===== src/rtl/crack_pkg.sv =====
`default_nettype none
// ============================================================================
//  crack_pkg
//  Shared types and defaults for the crack_search key-sweep block.
//  Revision: 1.0 - initial release
// ============================================================================
package crack_pkg;

   // Default key width and printable-character window
   localparam int         KEY_W_DEF   = 24;
   localparam logic [7:0] CHAR_LO_DEF = 8'h20;
   localparam logic [7:0] CHAR_HI_DEF = 8'h7E;

   // Search controller states
   typedef enum logic [3:0] {
      ST_IDLE    = 4'd0,
      ST_LEN_RD  = 4'd1,
      ST_LEN_LAT = 4'd2,
      ST_START   = 4'd3,
      ST_RUN     = 4'd4,
      ST_CHK_RD  = 4'd5,
      ST_CHK     = 4'd6,
      ST_NEXT    = 4'd7,
      ST_DRAIN   = 4'd8
   } crack_state_t;

endpackage : crack_pkg
`default_nettype wire


===== src/rtl/char_check.sv =====
`default_nettype none
// ============================================================================
//  char_check
//  Combinational test that a plaintext byte lies in [CHAR_LO, CHAR_HI].
//  Revision: 1.0 - initial release
// ============================================================================
module char_check
   import crack_pkg::*;
#(
   parameter logic [7:0] CHAR_LO = CHAR_LO_DEF,
   parameter logic [7:0] CHAR_HI = CHAR_HI_DEF
) (
   input  logic [7:0] ch,
   output logic       ok
);

   // Inclusive window compare on both ends
   assign ok = (ch >= CHAR_LO) && (ch <= CHAR_HI);

endmodule : char_check
`default_nettype wire


===== src/rtl/crack_search.sv =====
`default_nettype none
// ============================================================================
//  crack_search
//  Sweeps candidate keys from key_start to key_limit in steps of KEY_STRIDE,
//  runs an external arc4 core on each and accepts the first key whose
//  plaintext is entirely inside the printable window.
//  Optional build macro: CRACK_SEARCH_STATS_EN (keys_tried counter).
//  Revision: 1.0 - initial release
// ============================================================================
module crack_search
   import crack_pkg::*;
#(
   parameter int         KEY_W      = KEY_W_DEF,
   parameter int         KEY_STRIDE = 1,
   parameter logic [7:0] CHAR_LO    = CHAR_LO_DEF,
   parameter logic [7:0] CHAR_HI    = CHAR_HI_DEF
) (
   input  logic             clk,
   input  logic             rst,
   input  logic             en,
   output logic             rdy,
   input  logic             stop,
   input  logic [KEY_W-1:0] key_start,
   input  logic [KEY_W-1:0] key_limit,
   output logic [KEY_W-1:0] key,
   output logic             key_valid,
   output logic             exhausted,
   output logic [7:0]       ct_addr,
   input  logic [7:0]       ct_rddata,
   output logic [7:0]       pt_addr,
   input  logic [7:0]       pt_rddata,
   output logic             arc4_en,
   input  logic             arc4_rdy,
   output logic [KEY_W-1:0] arc4_key,
   output logic             arc4_busy,
   output logic [KEY_W-1:0] keys_tried
);

   localparam logic [KEY_W:0] c_stride = (KEY_W+1)'(KEY_STRIDE);

   crack_state_t     r_state;
   logic [KEY_W-1:0] r_key;
   logic             r_key_valid;
   logic             r_exhausted;
   logic             r_rdy;
   logic             r_arc4_en;
   logic             r_arc4_busy;
   logic             r_arc4_rdy_q;
   logic [7:0]       r_pt_addr;
   logic [7:0]       r_msg_len;
   logic [8:0]       r_idx;

   logic             w_byte_ok;
   logic             w_rdy_rise;
   logic [KEY_W:0]   w_key_next;
   logic             w_last_key;
   logic [8:0]       w_idx_inc;
   logic             w_past_end;
   logic             w_inc_in_msg;

   char_check #(
      .CHAR_LO (CHAR_LO),
      .CHAR_HI (CHAR_HI)
   ) u_char_check (
      .ch (pt_rddata),
      .ok (w_byte_ok)
   );

   // arc4 completion is a 0->1 transition; rdy is still high during the
   // first RUN cycle because the core has not yet seen arc4_en.
   assign w_rdy_rise   = arc4_rdy & ~r_arc4_rdy_q;
   // One extra bit catches carry-out; since key_limit's top bit is zero, an
   // overflowing successor always compares above the limit.
   assign w_key_next   = {1'b0, r_key} + c_stride;
   assign w_last_key   = w_key_next > {1'b0, key_limit};
   assign w_idx_inc    = r_idx + 9'd1;
   assign w_past_end   = r_idx > {1'b0, r_msg_len};
   assign w_inc_in_msg = w_idx_inc <= {1'b0, r_msg_len};

   // Search controller with registered outputs
   always_ff @(posedge clk) begin
      if (rst) begin
         r_state      <= ST_IDLE;
         r_key        <= '0;
         r_key_valid  <= 1'b0;
         r_exhausted  <= 1'b0;
         r_rdy        <= 1'b1;
         r_arc4_en    <= 1'b0;
         r_arc4_busy  <= 1'b0;
         r_arc4_rdy_q <= 1'b0;
         r_pt_addr    <= 8'h00;
         r_msg_len    <= 8'h00;
         r_idx        <= 9'd0;
      end else begin
         r_arc4_rdy_q <= arc4_rdy;
         r_arc4_en    <= 1'b0;
         if (stop && (r_state != ST_IDLE) && (r_state != ST_DRAIN)) begin
            r_pt_addr <= 8'h00;
            if ((r_state == ST_RUN) && !w_rdy_rise) begin
               // arc4 still owns the memories; let it finish first
               r_state <= ST_DRAIN;
            end else begin
               r_state     <= ST_IDLE;
               r_rdy       <= 1'b1;
               r_arc4_busy <= 1'b0;
            end
         end else begin
            case (r_state)
               ST_IDLE: begin
                  if (en) begin
                     r_key       <= key_start;
                     r_key_valid <= 1'b0;
                     r_exhausted <= 1'b0;
                     r_rdy       <= 1'b0;
                     r_state     <= ST_LEN_RD;
                  end
               end
               ST_LEN_RD: r_state <= ST_LEN_LAT;
               ST_LEN_LAT: begin
                  r_msg_len <= ct_rddata;
                  r_state   <= ST_START;
               end
               ST_START: begin
                  if (arc4_rdy) begin
                     r_arc4_en   <= 1'b1;
                     r_arc4_busy <= 1'b1;
                     r_state     <= ST_RUN;
                  end
               end
               ST_RUN: begin
                  if (w_rdy_rise) begin
                     r_idx       <= 9'd1;
                     r_pt_addr   <= (r_msg_len != 8'h00) ? 8'h01 : 8'h00;
                     r_arc4_busy <= 1'b0;
                     r_state     <= ST_CHK_RD;
                  end
               end
               ST_CHK_RD: begin
                  if (w_past_end) begin
                     r_key_valid <= 1'b1;
                     r_rdy       <= 1'b1;
                     r_state     <= ST_IDLE;
                  end else begin
                     r_state <= ST_CHK;
                  end
               end
               ST_CHK: begin
                  if (!w_byte_ok) begin
                     r_pt_addr <= 8'h00;
                     r_state   <= ST_NEXT;
                  end else begin
                     r_idx     <= w_idx_inc;
                     r_pt_addr <= w_inc_in_msg ? w_idx_inc[7:0] : 8'h00;
                     r_state   <= ST_CHK_RD;
                  end
               end
               ST_NEXT: begin
                  if (w_last_key) begin
                     r_exhausted <= 1'b1;
                     r_rdy       <= 1'b1;
                     r_state     <= ST_IDLE;
                  end else begin
                     r_key   <= w_key_next[KEY_W-1:0];
                     r_state <= ST_START;
                  end
               end
               ST_DRAIN: begin
                  if (w_rdy_rise) begin
                     r_arc4_busy <= 1'b0;
                     r_rdy       <= 1'b1;
                     r_state     <= ST_IDLE;
                  end
               end
               default: begin
                  r_rdy   <= 1'b1;
                  r_state <= ST_IDLE;
               end
            endcase
         end
      end
   end

`ifdef CRACK_SEARCH_STATS_EN
   logic [KEY_W-1:0] r_keys_tried;

   // Saturating count of NEXT entries (every rejected key)
   always_ff @(posedge clk) begin
      if (rst) begin
         r_keys_tried <= '0;
      end else if ((r_state == ST_IDLE) && en && !stop) begin
         r_keys_tried <= '0;
      end else if ((r_state == ST_CHK) && !w_byte_ok && !stop) begin
         if (r_keys_tried != {KEY_W{1'b1}}) begin
            r_keys_tried <= r_keys_tried + 1'b1;
         end
      end
   end

   assign keys_tried = r_keys_tried;
`else
   assign keys_tried = '0;
`endif

   // Only the length byte at CT address 0 is read by this block
   assign ct_addr   = 8'h00;
   assign pt_addr   = r_pt_addr;
   assign rdy       = r_rdy;
   assign key       = r_key;
   assign key_valid = r_key_valid;
   assign exhausted = r_exhausted;
   assign arc4_en   = r_arc4_en;
   assign arc4_busy = r_arc4_busy;
   assign arc4_key  = r_key;

endmodule : crack_search
`default_nettype wire


===== config.mk =====
export PLATFORM = sky130hd
export DESIGN_NAME = crack_search
export DESIGN_NICKNAME = d
export VERILOG_FILES = /design/src/rtl/crack_pkg.sv /design/src/rtl/char_check.sv /design/src/rtl/crack_search.sv
export SDC_FILE = /design/constraint.sdc
export NUM_CORES = 1
export LEC_CHECK = 0
export CAP_MARGIN = 30
export CORE_MARGIN = 2
export CORE_UTILIZATION = 35
export DETAILED_ROUTE_END_ITERATION = 8
export GPL_ROUTABILITY_DRIVEN = 0
export PLACE_DENSITY_LB_ADDON = 0.08
export SYNTH_ARGS = -nofsm -noshare
export SYNTH_HDL_FRONTEND = slang
export SYNTH_HIERARCHICAL = 1
export SYNTH_SLANG_ARGS = --single-unit

===== constraint.sdc =====
create_clock -name clk -period 4.7 [get_ports clk]
set_input_delay 0.94 -clock clk [delete_from_list [all_inputs] [get_ports clk]]
set_output_delay 0.94 -clock clk [all_outputs]
set_load 0.02 [all_outputs]

### Word-level counts from Yosys, hierarchy flattened

Cells that the tools add are included.

| word-level totals | value |
|---|---|
| register bits after elaboration | 59 |
| bits in latches | 0 |
| RAM bits | 0 |
| bits in read-only memories | 0 |
| bits of input ports | 69 |
| output and inout bits | 93 |
| logic and storage cells | 107 |
| memories kept | 0 |

| cells by class | value |
|---|---|
| $add $sub $neg | 2 |
| multiply operators | 0 |
| div/mod/pow operators | 0 |
| order comparisons | 5 |
| eq/ne operators | 24 |
| shift-type cells | 0 |
| mux-type cells | 36 |
| bitwise gates (word level) | 4 |
| reductions and logical operators | 25 |

Operators with widths:

| kind | number |
|---|---|
| two-way mux 24 bit | 2 |
| case mux 24 bit (2 select lines) | 1 |
| case mux 4 bit (9 select lines) | 1 |
| adder 24 x 1 -> 25 bit (second input constant) | 1 |
| > comparator 25 x 24 -> 1 bit | 1 |
| two-way mux 4 bit | 6 |
| two-way mux 8 bit | 3 |
| AND reduction 4 bit | 6 |
| two-way mux 9 bit | 2 |
| inequality test 3 bit (second input constant) | 6 |
| case mux 9 bit (2 select lines) | 1 |
| equality test 4 x 3 -> 1 bit (second input constant) | 4 |
| case mux 8 bit (2 select lines) | 1 |
| inequality test 2 bit (second input constant) | 7 |
| two-way mux 1 bit | 12 |
| adder 9 x 1 -> 9 bit (second input constant) | 1 |
| > comparator 9 x 8 -> 1 bit | 1 |
| less-or-equal comparator 9 x 8 -> 1 bit | 1 |
| equality test 4 x 2 -> 1 bit (second input constant) | 2 |
| >= comparator 8 x 6 -> 1 bit (second input constant) | 1 |
| less-or-equal comparator 8 x 7 -> 1 bit (second input constant) | 1 |
| nonzero test 8 bit | 1 |
| case mux 1 bit (2 select lines) | 3 |
| AND reduction 6 bit | 1 |
| 20 further kinds | 30 |

### Depth between registers and ports, before layout

Gate-level depths: netlist of run 1.

| logic depth | value |
|---|---|
| depth after elaboration | 6 |
| gate-level depth with buffers | 18 |
| mapped depth without buffers | 16 |

### By module

The synthesis of run 1 kept the hierarchy.

Modules (own cells, without submodules):

| module | times used | cells an instance | area each (um^2) | sequential area each (um^2) |
|---|---|---|---|---|
| crack_search | 1 | 613 | 4742.0 | 1181.1 |
| char_check | 1 | 3 | 32.5 | 0.0 |

### Worst setup path before layout of run 1

No wires, ideal clock.

| path | value |
|---|---|
| path kind | reg2reg |
| from | reg r_key[2] (netlist: arc4_key[2]) |
| to | reg r_key[9] (netlist: arc4_key[9]) |
| setup time | 0.070 ns |
| arrival | 3.801 ns |
| data required time | 4.630 ns |
| path slack | 0.829 ns |
| cell stages (with the launch flop) | 16 |
| path buffers | 1 |
| clock period less this slack | 3.871 ns |
| path through | dfxtp_1 > and2_1 > nand4_1 > nor3_1 > nand3_1 > nor3_1 > xor2_1 > ha_1 > a21oi_1 > a21boi_0 > o31a_1 > o41ai_2 > a41oi_2 > buf_6 > or3_1 > a21oi_1 |

| between the ends | value |
|---|---|
| longest elaborated chain between the ends | 4 |
| elaborated cells between the ends (all ways) | 6 |
| those cells by class | add/sub (1); order compare (1); eq/ne (1); mux (2); reduce/logical (1) |

Ends and longest elaborated chain:

| item | line | text |
|---|---|---|
| start, declared | crack_search.sv:42 | `logic [KEY_W-1:0] r_key;` |
| start signal, assigned | crack_search.sv:111 | `r_key <= key_start;` |
| start signal, assigned | crack_search.sv:163 | `r_key <= w_key_next[KEY_W-1:0];` |
| adder 24 x 1 -> 25 bit * | crack_search.sv:74 | `assign w_key_next = {1'b0, r_key} + c_stride;` |
| > comparator 25 x 24 -> 1 bit | crack_search.sv:75 | `assign w_last_key = w_key_next > {1'b0, key_limit};` |
| inequality test 2 bit (no source line) | - |  |
| AND reduction 4 bit (no source line) | - |  |

Every way passes the cells marked *; elsewhere a longest branch is shown, timed or not. The select of a mux whose other input is x is not followed.
A chain may end at the register's enable or synchronous reset.

### Worst setup path after layout of run 1

| path | value |
|---|---|
| from | reg r_key[2] (netlist: arc4_key[2]) |
| to | reg r_key[6] (netlist: arc4_key[6]) |

Same word-level chain as after synthesis.

==> flow_metrics.py, run 1 <==
metrics = {
    "outcome": {
        "status": "finished clean",
    },
    "place": {
        "dp.cells": 880,
        "dp_hpwl_mm": 10.5,
        "io_buffers": 129,
    },
    "clocking": {
        "cts_root_buf": "clkbuf_16",
        "clockBufferDepth": 2,
        "holdBufCountCts": 0,
        "clock_latency_ns": 0.34,
        "cts_inserted_buffers": 9,
        "clkTransAtPathRegs_ns": 0.05,
        "clock-sinks": 59,
        "cts_tree": "done",
        "htreeDepth": 3,
    },
    "synth": {
        "synth_edf_count": 0,
        "ys_top_cells_by_area": "dfxtp_1 (25%), ha_1 (11%), buf_4 (9.0%)",
        "ys_types": 53,
        "ys_ff_latch": 59,
        "netlist.area_leader.share": 0.247,
        "synthCells": 616,
        "ys_seq_area_frac": 0.247,
        "synthesis.area_um2": 4770,
        "async_flop_share": 0,
        "synthFlopType": "dfxtp_1",
        "yosys.area.top_type": "dfxtp_1",
        "avgSynthCellArea_um2": 7.75,
        "yosysWarnings": 6,
    },
    "worst_setup_path": {
        "endpoint_kind": "register",
        "worst-path-stages": 16,
        "crit_family": "simple AND/OR/NAND/NOR gates",
        "r2r_start": "arc4_key[2]$_SDFFE_PP0P_",
        "crit_type": "reg2reg",
        "crit_path_max_incr_delay_ns": 0.46,
        "rrSetupSlack_ns": 0.38,
        "cp-startpoint": "arc4_key[2]$_SDFFE_PP0P_",
        "crit_slowest_cell": "nor4_2",
        "cp.buffers_inverters": 1,
        "critPathRequiredTime_ns": 4.97,
        "start_kind": "register",
        "worstPathArrival_ns": 4.59,
        "path_cells": "and2_1 -> nand4_1 -> nor3_1 -> nand3_1 -> nor3_1 -> xor2_1 -> ha_1 -> nand4_1 -> nor4_2 -> nand2_1 -> a21oi_1 -> o41ai_4 -> a41oi_4 -> buf_4 -> mux2i_1 -> nor2b_1",
        "timing.rr.end": "arc4_key[6]$_SDFFE_PP0P_",
        "worst_r2r_path_depth": 16,
        "critPathMaxFanout": 26,
    },
    "routing": {
        "vias_per_cell": 4.99,
        "drc": 0,
        "num_vias": 4469,
        "ant_nets": 0,
        "drt_first_pass_iters": 5,
        "wirelength_mm": 13.3,
        "wire_per_inst_um": 14.8,
        "detail_route.iter0.violations": 254,
    },
    "timing": {
        "finalCriticalPeriod_ns": 4.32,
        "slew_headroom": 0.611,
        "max_freq_mhz": 232,
        "fin_crit_sh": 0.919,
        "slew_violations": 0,
        "setup_viol": 0,
        "clock-skew-final_ns": 0.00628,
        "tightest_slew_ns": 0.583,
        "hold_violations": 0,
    },
    "global_routing": {
        "grt_remaining_overflow": 0,
        "grt_max_degree": 35,
        "grt_pass1_vias": 4357,
        "antenna_found_initial": 0,
        "globalRouteTotalUtil": 0.187,
        "grt_util_met3": 0.0396,
        "grt_pass1_wl_mm": 21.8,
        "met1_usage": 0.239,
        "grt_busiest_layer": "met2",
        "use_met2": 0.308,
    },
    "run": {
        "maxCapViolCount": 0,
    },
    "power": {
        "internal_power_mw": 1.29,
        "fin_total_pwr_mw": 1.84,
        "comb_power_share": 0.261,
        "seq_power_share": 0.319,
        "power_leakage_nw": 2.69,
        "p_sw_frac": 0.299,
        "switchingPower_uw": 551,
        "pwr-share-clk": 0.420,
        "vdd_drop_max_mv": 0.169,
        "p_per_area_nw_per_um2": 293,
    },
    "cells_and_area": {
        "fin_util": 0.473,
        "fillCellCount": 1310,
        "fin_cells": 896,
        "layout_common_cells": "clkdlybuf4s50_1 (128), nor2_1 (74), dfxtp_1 (59)",
        "area_delta_synth_final_pct": 31.7,
        "drive_gt1_frac": 0.0569,
        "final_common_cell": "clkdlybuf4s50_1",
        "antenna_cells": 0,
        "fin_nets": 826,
    },
    "die": {
        "core_area_um2": 13300,
        "die_area_um2": 14600,
        "row_count": 42,
        "fp.dieW_um": 121,
        "initial_core_util": 0.359,
        "die_h_um": 121,
        "io-pin-count": 162,
    },
    "min_path": {
        "hp-class": "reg2reg",
        "hold_depth": 2,
        "min_to": "pt_addr[2]$_SDFFE_PP0P_",
        "hp-start": "pt_addr[2]$_SDFFE_PP0P_",
    },
}
-- cell type report --
class	count	area (um2)	area share
Multi-Input combinational cell	469	3050	0.485
Timing Repair Buffer	136	1350	0.214
Sequential cell	59	1180	0.188
Clock buffer	11	243	0.0386
Tap cell	176	220	0.0350
Inverter	40	150	0.0239
Clock inverter	5	100	0.0159
-- power by group through the flow --
stage / logic [mW] / registers [mW] / clock network (mW)
2_1_floorplan: 0.322 / 0.604 / 0
3_3_place_gp: 0.476 / 0.597 / 0
3_5_place_dp: 0.479 / 0.599 / 0
4_1_cts: 0.482 / 0.588 / 0.790
5_1_grt: 0.527 / 0.595 / 0.819
6_report: 0.481 / 0.589 / 0.774
-- per-layer routing --
metal / vias to the layer above / routed length [um]
met5: - / 0
met4: 0 / 196
met3: 15 / 732
met2: 144 / 6270
met1: 2054 / 6100
li1: 2256 / -
-- cell families (layout without fill, tap and decap cells) --
kind of cell | after synthesis | in the layout | share of synthesized area
adder cells (fa/ha/maj) | 42 | 42 | 0.110
AO/OA/AOI/OAI | 116 | 116 | 0.155
other | 1 | 32 | 0.000785
buffers and inverters | 119 | 192 | 0.145
AND/OR/NAND/NOR | 226 | 226 | 0.237
flip-flops | 59 | 59 | 0.247
multiplexers | 23 | 23 | 0.0493
XOR/XNOR | 30 | 30 | 0.0550
-- how the worst max path moves through the flow --
stage	end	slack [ns]
global route	arc4_key[10]$_SDFFE_PP0P_	-0.02
finish	arc4_key[6]$_SDFFE_PP0P_	0.38
global placement	arc4_key[3]$_SDFFE_PP0P_	0.53
floorplan	arc4_key[9]$_SDFFE_PP0P_	0.83
CTS	arc4_key[10]$_SDFFE_PP0P_	0.28
detailed placement	arc4_key[6]$_SDFFE_PP0P_	0.31
-- sequential cells by signal, indices dropped and copies added (netlist names) --
signal and flops:
r_idx 9, r_arc4_rdy_q 1, key_valid 1, arc4_en 1, r_state 4, arc4_busy 1
arc4_key 24, r_msg_len 8, pt_addr 8, exhausted 1, rdy 1
-- worst register-to-register path, stage by stage, from the launching register on --
cell     delay [ns]
dfxtp_1        0.45
and2_1         0.21
nand4_1        0.16
nor3_1         0.32
nand3_1        0.20
nor3_1         0.39
xor2_1         0.14
ha_1           0.34
nand4_1        0.15
nor4_2         0.46
nand2_1        0.09
a21oi_1        0.28
o41ai_4        0.13
a41oi_4        0.24
buf_4          0.32
mux2i_1        0.23
nor2b_1        0.14
-- synthesized netlist by cell type, types with 2 or more instances --
cell / number
nor2_1: 75
dfxtp_1: 59
buf_4: 57
a21oi_1: 47
ha_1: 42
inv_1: 40
nand2_1: 34
o21ai_0: 23
nand3_1: 20
mux2i_1: 19
xnor2_1: 19
clkbuf_1: 18
nor3_1: 15
nand2b_1: 14
nand4_1: 12
nor2b_1: 11
xor2_1: 11
and3_1: 9
a22oi_1: 8
or2_2: 8
nor4_1: 7
o32ai_1: 6
a211oi_1: 5
a21o_1: 5
nand3b_1: 5
or3_1: 5
mux2_2: 4
and2_1: 3
o22a_1: 3
a21boi_0: 2
a41oi_2: 2
and4_1: 2
buf_6: 2
nor3b_1: 2
o211ai_1: 2
o21bai_1: 2
o31ai_1: 2
-- metrics by stage --
step                      setup slack (ns)  setup TNS (ns)  cell area [um2]  hold slack (ns)
after floorplan                      0.829               0             4890            0.487
after global placement               0.525               0             5910            0.435
after detailed placement             0.312               0             5930            0.432
after CTS                            0.284               0             6270            0.439
after global routing               -0.0163         -0.0452             6290            0.455
final                                0.383               0             6290            0.436
-- timing repair --
item / CTS / global route
resized for setup: 0 / 2
setup buffers: 0 / 0
setup endpoints to repair: 0 / 12
(Power assumes the default switching activity.)
==> run 2: changes to the inputs <==
--- a/config.mk
+++ b/config.mk
@@ -11,6 +11,7 @@
 export DETAILED_ROUTE_END_ITERATION = 8
 export GPL_ROUTABILITY_DRIVEN = 0
 export PLACE_DENSITY_LB_ADDON = 0.08
+export RECOVER_POWER = 100
 export SYNTH_ARGS = -nofsm -noshare
 export SYNTH_HDL_FRONTEND = slang
 export SYNTH_HIERARCHICAL = 1
==> run 2 against run 1 <==
Effect of this change:
- via count up 0.16%
- count of clock-buffer cells in the layout unchanged
- global-route usage unchanged
- worst setup slack better by 0.021 ns
- non-clock buffer count unchanged
- first-iteration DRC count up 1.6%
- critical path depth unchanged
- sequential power about the same
- largest cell class unchanged
==> flow_metrics.py, run 2 (synthesized netlist as in run 1, its figures left out) <==
metrics = {
    "die": {
        "die_h_um": 121,
        "core_area_um2": 13300,
        "die_area_um2": 14600,
        "initial_core_util": 0.359,
        "io-pin-count": 162,
        "row_count": 42,
        "fp.dieW_um": 121,
    },
    "global_routing": {
        "grt_remaining_overflow": 0,
        "globalRouteTotalUtil": 0.187,
        "grt_max_degree": 35,
        "grt_pass1_wl_mm": 21.8,
        "grt_pass1_vias": 4357,
        "antenna_found_initial": 0,
    },
    "timing": {
        "hold_violations": 0,
        "fin_crit_sh": 0.914,
        "clock-skew-final_ns": 0.00578,
        "tightest_slew_ns": 1.31,
        "max_freq_mhz": 233,
        "setup_viol": 0,
        "slew_headroom": 0.127,
        "slew_violations": 0,
        "finalCriticalPeriod_ns": 4.30,
    },
    "routing": {
        "detail_route.iter0.violations": 258,
        "vias_per_cell": 5.00,
        "wire_per_inst_um": 14.8,
        "drc": 0,
        "wirelength_mm": 13.2,
        "drt_first_pass_iters": 5,
        "num_vias": 4476,
        "ant_nets": 0,
    },
    "cells_and_area": {
        "drive_gt1_frac": 0.0542,
        "fin_nets": 826,
        "layout_common_cells": "nor2_1 (74), clkdlybuf4s50_1 (65), dlygate4sd3_1 (63)",
        "largest_register_ffs": 24,
        "final_area_um2": 6280,
        "area_delta_synth_final_pct": 31.5,
        "fin_cells": 896,
        "final_common_cell": "nor2_1",
        "antenna_cells": 0,
    },
    "power": {
        "p_per_area_nw_per_um2": 290,
        "vdd_drop_max_mv": 0.170,
        "power_leakage_nw": 2.86,
    },
    "worst_setup_path": {
        "path_cells": "and2_1 -> nand4_1 -> nor3_1 -> nand3_1 -> nor3_1 -> xor2_1 -> ha_1 -> nand4_1 -> nor4_2 -> nand2_1 -> a21oi_1 -> o41ai_4 -> a41oi_4 -> buf_4 -> mux2i_1 -> nor2b_1",
        "worstPathArrival_ns": 4.57,
        "critPathRequiredTime_ns": 4.97,
        "critPathMaxFanout": 26,
        "crit_path_max_incr_delay_ns": 0.46,
        "endpoint_kind": "register",
        "crit_slowest_cell": "nor4_2",
        "start_kind": "register",
        "crit_type": "reg2reg",
    },
    "place": {
        "dp_hpwl_mm": 10.5,
        "dp.cells": 880,
        "placed_cell_area_um2": 5930,
        "io_buffers": 129,
    },
    "min_path": {
        "hp-class": "reg2reg",
    },
    "clocking": {
        "cts_root_buf": "clkbuf_16",
        "clock-sinks": 59,
        "htreeDepth": 3,
        "clock_latency_ns": 0.34,
        "post_cts_buffers": 0,
        "cts_tree": "done",
        "clockBufferDepth": 2,
        "cts_inserted_buffers": 9,
        "clkTransAtPathRegs_ns": 0.05,
    },
    "outcome": {
        "status": "finished clean",
    },
    "run": {
        "maxCapViolCount": 0,
    },
}
==> run 2: cell types whose count changed in the layout (fill, tap and decap cells not counted), sizes merged <==
cell,change
dlygate4sd3,+63
clkdlybuf4s50,-63
clkbuf,+1
buf,-1
==> run 2: final cells by class <==
type	count	area (um2)
flip-flops and latches	59	1180
fillers	1310	7020
multi-input cells	469	3040
clock buffers	11	243
repair buffers	136	1350
well taps	176	220
inverters	40	150
clock inverters	5	100
==> run 2: stage by stage <==
| step | TNS [ns] | setup WS [ns] | util | hold WS (ns) | power, mW |
|---|---|---|---|---|---|
| floorplan | 0 | 0.829 | - | 0.487 | 0.927 |
| global placement | 0 | 0.525 | 0.445 | 0.435 | 1.07 |
| detailed placement | 0 | 0.312 | 0.446 | 0.432 | 1.08 |
| CTS | 0 | 0.284 | 0.472 | 0.439 | 1.86 |
| global route | -0.0112 | -0.00687 | 0.472 | 0.452 | 1.92 |
| finish | 0 | 0.403 | 0.472 | 0.433 | 1.82 |
==> run 2: path summary, 6_finish.rpt <==
check             slack, ns  cells after the start                       end                      from
setup / recovery       0.40                     16  arc4_key[6]$_SDFFE_PP0P_  arc4_key[2]$_SDFFE_PP0P_
hold / removal         0.43                      2   pt_addr[2]$_SDFFE_PP0P_   pt_addr[2]$_SDFFE_PP0P_
setup reg to reg       0.40                     16  arc4_key[6]$_SDFFE_PP0P_  arc4_key[2]$_SDFFE_PP0P_
hold reg to reg        0.43                      2   pt_addr[2]$_SDFFE_PP0P_   pt_addr[2]$_SDFFE_PP0P_
==> run 2: what timing repair did <==
item                       in CTS  in global routing
hold buffers                    0                  0
resized for setup               0                  2
setup endpoints to repair       0                 12
==> run 2: layer usage <==
| layer | up-vias | part of all wire | routed length (um) | GRT usage |
|---|---|---|---|---|
| li1 | 2257 | - | - | - |
| met1 | 2056 | 0.46 | 6110 | 0.239 |
| met2 | 141 | 0.47 | 6220 | 0.308 |
| met3 | 22 | 0.051 | 676 | 0.0396 |
| met4 | 0 | 0.018 | 233 | 0.0741 |
| met5 | - | 0 | 0 | 0 |
==> run 2: worst max-delay path, delay by kind of cell (launching register included) <==
kind                       cells  cell delay, ns
AOI/OAI and AO/OA              3            0.66
xor gates and xnor gates       1            0.14
adders and majority gates      1            0.34
buffers and inverters          1            0.32
DFF                            1            0.44
muxes                          1            0.22
and+or+nand+nor                9            2.11
==> run 2: power by group <==
| group | leakage [nW] | switching [mW] | internal, mW |
|---|---|---|---|
| registers | 0.480 | 0.0563 | 0.530 |
| logic | 2.22 | 0.248 | 0.216 |
| clock network | 0.169 | 0.243 | 0.530 |
